[config.mk]
export PLATFORM = sky130hd
export DESIGN_NAME = ps2_player_input
export DESIGN_NICKNAME = d
export VERILOG_FILES = /design/src/rtl/tron_types.sv /design/src/rtl/dir_queue.sv /design/src/rtl/ps2_player_input.sv
export SDC_FILE = /design/constraint.sdc
export NUM_CORES = 1
export LEC_CHECK = 0
export CORE_ASPECT_RATIO = 0.5
export CORE_MARGIN = 2
export CORE_UTILIZATION = 39
export CTS_BUF_LIST = sky130_fd_sc_hd__clkbuf_4
export DETAILED_ROUTE_END_ITERATION = 10
export PLACE_DENSITY = 0.7
export SETUP_SLACK_MARGIN = 0.4
export SLEW_MARGIN = 20
export SYNTH_ARGS = -nofsm -noshare
export SYNTH_HDL_FRONTEND = slang
export SYNTH_SLANG_ARGS = --single-unit
[constraint.sdc]
create_clock -name clock -period 7.8 [get_ports clock]
set_clock_uncertainty 0.2 [all_clocks]
set_input_delay 0.78 -clock clock [delete_from_list [all_inputs] [get_ports clock]]
set_output_delay 0.78 -clock clock [all_outputs]
set_load 0.1 [all_outputs]
[src/rtl/tron_types.sv]
// Shared Tron types: directions, per-player keymap, default headings and scancode constants.
package tron_types;

   typedef enum logic [1:0] {
      DIR_UP    = 2'd0,
      DIR_DOWN  = 2'd1,
      DIR_LEFT  = 2'd2,
      DIR_RIGHT = 2'd3
   } dir_t;

   localparam int MAX_PLAYERS = 4;

   typedef struct packed {
      logic       ext;
      logic [7:0] code;
   } keymap_t;

   // Column order matches dir_t: UP, DOWN, LEFT, RIGHT.
   localparam keymap_t KEYMAP [MAX_PLAYERS][4] = '{
      '{'{1'b0, 8'h1D}, '{1'b0, 8'h1B}, '{1'b0, 8'h1C}, '{1'b0, 8'h23}},
      '{'{1'b1, 8'h75}, '{1'b1, 8'h72}, '{1'b1, 8'h6B}, '{1'b1, 8'h74}},
      '{'{1'b0, 8'h43}, '{1'b0, 8'h42}, '{1'b0, 8'h3B}, '{1'b0, 8'h4B}},
      '{'{1'b0, 8'h2C}, '{1'b0, 8'h34}, '{1'b0, 8'h2B}, '{1'b0, 8'h33}}
   };

   localparam dir_t DEFAULT_DIR [MAX_PLAYERS] = '{DIR_RIGHT, DIR_LEFT, DIR_DOWN, DIR_UP};

   localparam logic [7:0] SC_EXT   = 8'hE0;
   localparam logic [7:0] SC_BRK   = 8'hF0;
   localparam logic [7:0] SC_SPACE = 8'h29;
   localparam logic [7:0] SC_2     = 8'h1E;
   localparam logic [7:0] SC_3     = 8'h26;
   localparam logic [7:0] SC_4     = 8'h25;

   function automatic dir_t opposite(input dir_t d);
      return dir_t'({d[1], ~d[0]});
   endfunction

endpackage

[src/rtl/dir_queue.sv]
// Per-player circular buffer of pending direction requests; a push into a full,
// non-popping queue replaces the tail so the newest request wins.
module dir_queue
   import tron_types::*;
#(
   parameter int DEPTH = 2
) (
   input  logic       clock,
   input  logic       reset_n,
   input  logic       push,
   input  dir_t       push_dir,
   input  logic       pop,
   input  logic       clear,
   output dir_t       head,
   output dir_t       tail,
   output logic       empty,
   output logic       full,
   output logic [3:0] level
);

   localparam int PW = (DEPTH > 1) ? $clog2(DEPTH) : 1;

   dir_t           mem [DEPTH];
   logic [PW-1:0]  rd;
   logic [PW-1:0]  wr;
   logic [PW-1:0]  wr_prev;
   logic [3:0]     count;
   logic           do_pop;
   logic           room;

   function automatic logic [PW-1:0] inc(input logic [PW-1:0] p);
      return (p == PW'(DEPTH - 1)) ? '0 : p + PW'(1);
   endfunction

   assign wr_prev = (wr == '0) ? PW'(DEPTH - 1) : wr - PW'(1);
   assign empty   = (count == 4'd0);
   assign full    = (count == 4'(DEPTH));
   assign do_pop  = pop & ~empty;
   assign room    = ~full | do_pop;
   assign head    = mem[rd];
   assign tail    = mem[wr_prev];
   assign level   = count;

   always_ff @(posedge clock or negedge reset_n) begin
      if (!reset_n) begin
         rd    <= '0;
         wr    <= '0;
         count <= '0;
      end else if (clear) begin
         rd    <= '0;
         wr    <= '0;
         count <= '0;
      end else begin
         if (do_pop)
            rd <= inc(rd);
         if (push && room)
            wr <= inc(wr);
         count <= count + 4'(push & room) - 4'(do_pop);
      end
   end

   // Storage needs no reset: occupancy alone decides what is valid.
   always_ff @(posedge clock) begin
      if (push && !clear)
         mem[room ? wr : wr_prev] <= push_dir;
   end

endmodule

[src/rtl/ps2_player_input.sv]
// PS/2 scancode decoder for Tron players: prefix tracking, per-player turn queues,
// restart and player-count commands. Define TRON_NO_REVERSE_EN to drop 180-degree turns.
module ps2_player_input
   import tron_types::*;
#(
   parameter int NUM_PLAYERS     = 4,
   parameter int QUEUE_DEPTH     = 2,
   parameter int DEFAULT_PLAYERS = 4
) (
   input  logic       clock,
   input  logic       reset_n,
   input  logic       ps2_code_new,
   input  logic [7:0] ps2_code,
   input  logic       step,
   output dir_t       dir [NUM_PLAYERS],
   output logic [2:0] player_count,
   output logic       restart,
   output logic [3:0] q_level [NUM_PLAYERS]
);

   localparam logic [2:0] CNT_3   = 3'((NUM_PLAYERS < 3) ? NUM_PLAYERS : 3);
   localparam logic [2:0] CNT_4   = 3'((NUM_PLAYERS < 4) ? NUM_PLAYERS : 4);

   logic [1:0] hist;
   logic       stb;
   logic       ext;
   logic       brk;
   logic       decode;
   logic       cmd_hit;
   logic [2:0] cmd_count;

   logic       push_req [NUM_PLAYERS];
   dir_t       req_dir  [NUM_PLAYERS];
   logic       push_ok  [NUM_PLAYERS];
   logic       pop_ok   [NUM_PLAYERS];
   dir_t       head     [NUM_PLAYERS];
   dir_t       tail     [NUM_PLAYERS];
   dir_t       last     [NUM_PLAYERS];
   logic       empty    [NUM_PLAYERS];
   logic       full     [NUM_PLAYERS];

   assign stb    = hist[0] & ~hist[1];
   assign decode = stb & (ps2_code != SC_EXT) & (ps2_code != SC_BRK);

   always_comb begin
      cmd_hit   = 1'b0;
      cmd_count = player_count;
      if (decode && brk && !ext) begin
         case (ps2_code)
            SC_SPACE: cmd_hit = 1'b1;
            SC_2:     begin cmd_hit = 1'b1; cmd_count = 3'd2;  end
            SC_3:     begin cmd_hit = 1'b1; cmd_count = CNT_3; end
            SC_4:     begin cmd_hit = 1'b1; cmd_count = CNT_4; end
            default:  cmd_hit = 1'b0;
         endcase
      end
   end

   always_comb begin
      for (int i = 0; i < NUM_PLAYERS; i++) begin
         push_req[i] = 1'b0;
         req_dir[i]  = DIR_UP;
         if (decode && !brk && (3'(i) < player_count)) begin
            for (int d = 0; d < 4; d++) begin
               if (KEYMAP[i][d] == {ext, ps2_code}) begin
                  push_req[i] = 1'b1;
                  req_dir[i]  = dir_t'(2'(d));
               end
            end
         end
      end
   end

   for (genvar p = 0; p < NUM_PLAYERS; p++) begin : g_player
      // Duplicate filtering compares against the newest pending request, or the live heading.
      assign last[p] = (full[p] | ~empty[p]) ? tail[p] : dir[p];
`ifdef TRON_NO_REVERSE_EN
      assign push_ok[p] = push_req[p] & (req_dir[p] != last[p])
                          & (req_dir[p] != opposite(last[p]));
`else
      assign push_ok[p] = push_req[p] & (req_dir[p] != last[p]);
`endif
      assign pop_ok[p]  = step & ~cmd_hit & ~empty[p];

      dir_queue #(
         .DEPTH(QUEUE_DEPTH)
      ) u_queue (
         .clock    (clock),
         .reset_n  (reset_n),
         .push     (push_ok[p]),
         .push_dir (req_dir[p]),
         .pop      (pop_ok[p]),
         .clear    (cmd_hit),
         .head     (head[p]),
         .tail     (tail[p]),
         .empty    (empty[p]),
         .full     (full[p]),
         .level    (q_level[p])
      );
   end

   always_ff @(posedge clock or negedge reset_n) begin
      if (!reset_n) begin
         for (int i = 0; i < NUM_PLAYERS; i++)
            dir[i] <= DEFAULT_DIR[i];
      end else begin
         for (int i = 0; i < NUM_PLAYERS; i++) begin
            if (cmd_hit)
               dir[i] <= DEFAULT_DIR[i];
            else if (pop_ok[i])
               dir[i] <= head[i];
         end
      end
   end

   always_ff @(posedge clock or negedge reset_n) begin
      if (!reset_n) begin
         hist         <= 2'b00;
         ext          <= 1'b0;
         brk          <= 1'b0;
         player_count <= 3'(DEFAULT_PLAYERS);
         restart      <= 1'b0;
      end else begin
         hist    <= {hist[0], ps2_code_new};
         restart <= cmd_hit;
         if (stb) begin
            if (ps2_code == SC_EXT) begin
               ext <= 1'b1;
            end else if (ps2_code == SC_BRK) begin
               brk <= 1'b1;
            end else begin
               ext <= 1'b0;
               brk <= 1'b0;
            end
         end
         if (cmd_hit)
            player_count <= cmd_count;
      end
   end

endmodule

==> flow_metrics.env <==
export IMPL_cts_root_buf="clkbuf_4"
export IMPL_grt_max_degree=41
export IMPL_io_pins=40
export IMPL_first_pass_iters=4
export IMPL_final_area_sq_um=4177
export IMPL_path_max_fanout=22
export IMPL_r2r_cells=12
export IMPL_pre_cts_ws_ns=2.617
export IMPL_coreArea_sq_um=8859
export IMPL_top_usage_layer="met2"
export IMPL_instances_no_fill=521
export IMPL_drive_gt1_share_pct=8.416
export IMPL_synth_nets=406
export IMPL_hold_buffers=0
export IMPL_gp_congestion=0.8989
export IMPL_gr_total_overflow=0
export IMPL_ys_seq_area_share_pct=41.06
export IMPL_ys_warn_count=0
export IMPL_hold_depth=0
export IMPL_ant_nets=0
export IMPL_grtUsageMet3_pct=3.762
export IMPL_antenna_found_initial=0
export IMPL_tritoncts="built"
export IMPL_cp_required_ns=7.91
export IMPL_met2_usage_pct=24.95
export IMPL_die_height_microns=72.16
export IMPL_slew_headroom_pct=34.04
export IMPL_via_count=2738
export IMPL_routed_wl_microns=7834
export IMPL_netlist_area_sq_um=3623
export IMPL_antennaDiodeCount=0
export IMPL_grt_pass1_vias=2682
export IMPL_finalHoldViolCount=0
export IMPL_clkLatencyLatePin_ns=0.40
export IMPL_cts_resized=0
export IMPL_post_drt_wl_per_cell_microns=15.04
export IMPL_syn_inst=370
export IMPL_powerDensity_nw_per_um2=360.8
export IMPL_area_delta_synth_final_pct=15.26
export IMPL_grt_util_all_layers_pct=16.37
export IMPL_place_area_sq_um=4109
export IMPL_drv_slew=0
export IMPL_ys_ff_latch=56
export IMPL_hold_class="flop to flop"
export IMPL_fmax_mhz=209.1
export IMPL_vdd_drop_max_mv=0.1515
export IMPL_grt_pass1_wl_microns=13140
export IMPL_io_buffers=39
export IMPL_layout_setup_ws_ns=3.017
export IMPL_async_reset_ff_share_pct=71.43
export IMPL_start_kind="input port"
export IMPL_setup_viol=0
export IMPL_dieArea_sq_um=10130
export IMPL_dp_hpwl_microns=5898
export IMPL_drtIter0Drc=292
export IMPL_crit_arrival_ns=4.90
export IMPL_rsz0062_at_grt="false"
export IMPL_worst_pin_slew_ns=0.9863
export IMPL_ys_flop_type="dfrtp_1"
export IMPL_htreeDepth=2
export IMPL_finalPower_mw=1.507
export IMPL_drc_errors=0
export IMPL_period_share_pct=61.32
export IMPL_die_w_microns=140.3
export IMPL_clkTransAtPathRegs_ns=0.17
export IMPL_dp_cells=513
export IMPL_nFillCells=812
export IMPL_finalNetCount=439
export IMPL_status="finished clean"
export IMPL_critPathCaptureType="flop"
export IMPL_final_setup_tns_ns=0
export IMPL_synth_edf_count=16
export IMPL_synth_cell_types=55
export IMPL_maxCapViolCount=0
export IMPL_avgSynthCellArea_sq_um=9.793
export IMPL_avgViaCountPerCell=5.255
export IMPL_numCtsBuffers=5
export IMPL_crit_type="input port to flop"
export IMPL_start_util_pct=40.90
export IMPL_cts_buffer_depth=2
export IMPL_cellLeakagePower_nw=1.764
export IMPL_grt_util_met1_pct=23.40
export IMPL_cts_sinks=56
export IMPL_finalCriticalPeriod_ns=4.783
export IMPL_num_rows=24
export IMPL_post_cts_setup_buffer_count=0
==> synthesized netlist by cell type (7+ instances only) <==
cell type,n,share of area (%)
ha_1,20,6.9
nor2b_1,11,1.9
nand2_1,17,1.8
mux2i_1,15,4.1
and2_1,9,1.6
o211ai_1,7,1.5
xor2_1,10,2.4
mux2_2,11,3.4
clkbuf_1,12,1.2
inv_1,31,3.2
a21oi_1,16,2.2
nor2_1,40,4.1
edfxtp_1,16,13
o21ai_0,11,1.5
nor3b_1,8,1.7
dfrtp_1,35,24
xnor2_1,13,3.1
==> worst max-delay path: stages <==
cell	delay, ns
clkdlybuf4s50_1	0.70
or4b_1	0.64
o21ai_1	0.25
a211o_1	0.65
inv_1	0.43
buf_4	0.30
nor2_1	0.11
ha_1	0.24
inv_1	0.06
ha_1	0.18
fa_1	0.41
and2_1	0.14
==> cell usage in the layout, fill, tap and decap left out, drive strengths merged, types with 9 or more instances in the layout <==
cell and n:
a21oi 16, nand2 17, edfxtp 16, ha 20, nor2 40, inv 31
dfrtp 35, and2 9, xnor2 13, xor2 10, clkdlybuf4s50 38, o21ai 14
nor2b 11, mux2 11, mux2i 15
==> flip-flops by register name, indices dropped and copies added, names as in the netlist <==
name / count
g_player.u_queue.level: 16
g_player.u_queue.mem: 16
dir: 8
g_player.u_queue.rd: 4
g_player.u_queue.wr: 4
player_count: 3
hist: 2
brk: 1
ext: 1
restart: 1
==> routing by layer <==
layer,vias to the layer above,wire (microns)
met5,-,0
met4,0,45
met3,4,412
met2,55,3451
met1,1313,3925
li1,1366,-
==> power by group <==
part	internal, mW	switching, mW
logic	0.291	0.631
registers	0.379	0.0676
clock network	0.0396	0.0981
total	0.710	0.797
==> area by class of cell <==
type                       count  area, sq um  area share [%]
multi-input combinational    269         1972           47.21
tap                          117        146.4           3.505
sequential                    56         1488           35.62
clock inverter                 2        16.27          0.3895
clock buffer                   6        45.04           1.078
inverter                      31        116.4           2.786
timing repair buffer          40        392.9           9.407
==> kinds of logic (layout without fill, tap and decap cells) <==
family,after synthesis,in the layout,share of synthesized area [%]
muxes,26,26,7.562
DFF,56,56,41.06
adders and majority gates,24,24,9.116
and+or+nand+nor,133,133,20.23
buffers and inverters,45,79,4.696
AOI/OAI and AO/OA,63,63,11.78
xor gates and xnor gates,23,23,5.559
==> through the flow <==
step                      utilization (%)  hold slack (ns)
final                               47.15           0.1913
after global routing                47.15           0.2084
after CTS                           47.08           0.1947
after detailed placement            46.38           0.1592
after global placement              46.38           0.1592
after floorplan                         -           0.1465
==> path summary, 6_finish.rpt <==
| check | end | slack [ns] | startpoint |
|---|---|---|---|
| max | g_player[1].u_queue.level[1] | 3.02 | ps2_code[3] |
| min | hist[1] | 0.19 | hist[0] |
| max reg2reg | g_player[1].u_queue.level[2] | 4.16 | hist[1] |
| min reg2reg | hist[1] | 0.19 | hist[0] |
| max in group asynchronous | g_player[2].u_queue.level[1] | 6.54 | reset_n |
| min in group asynchronous | g_player[3].u_queue.level[2] | 0.30 | reset_n |
Power figures use the tool's default switching activity.
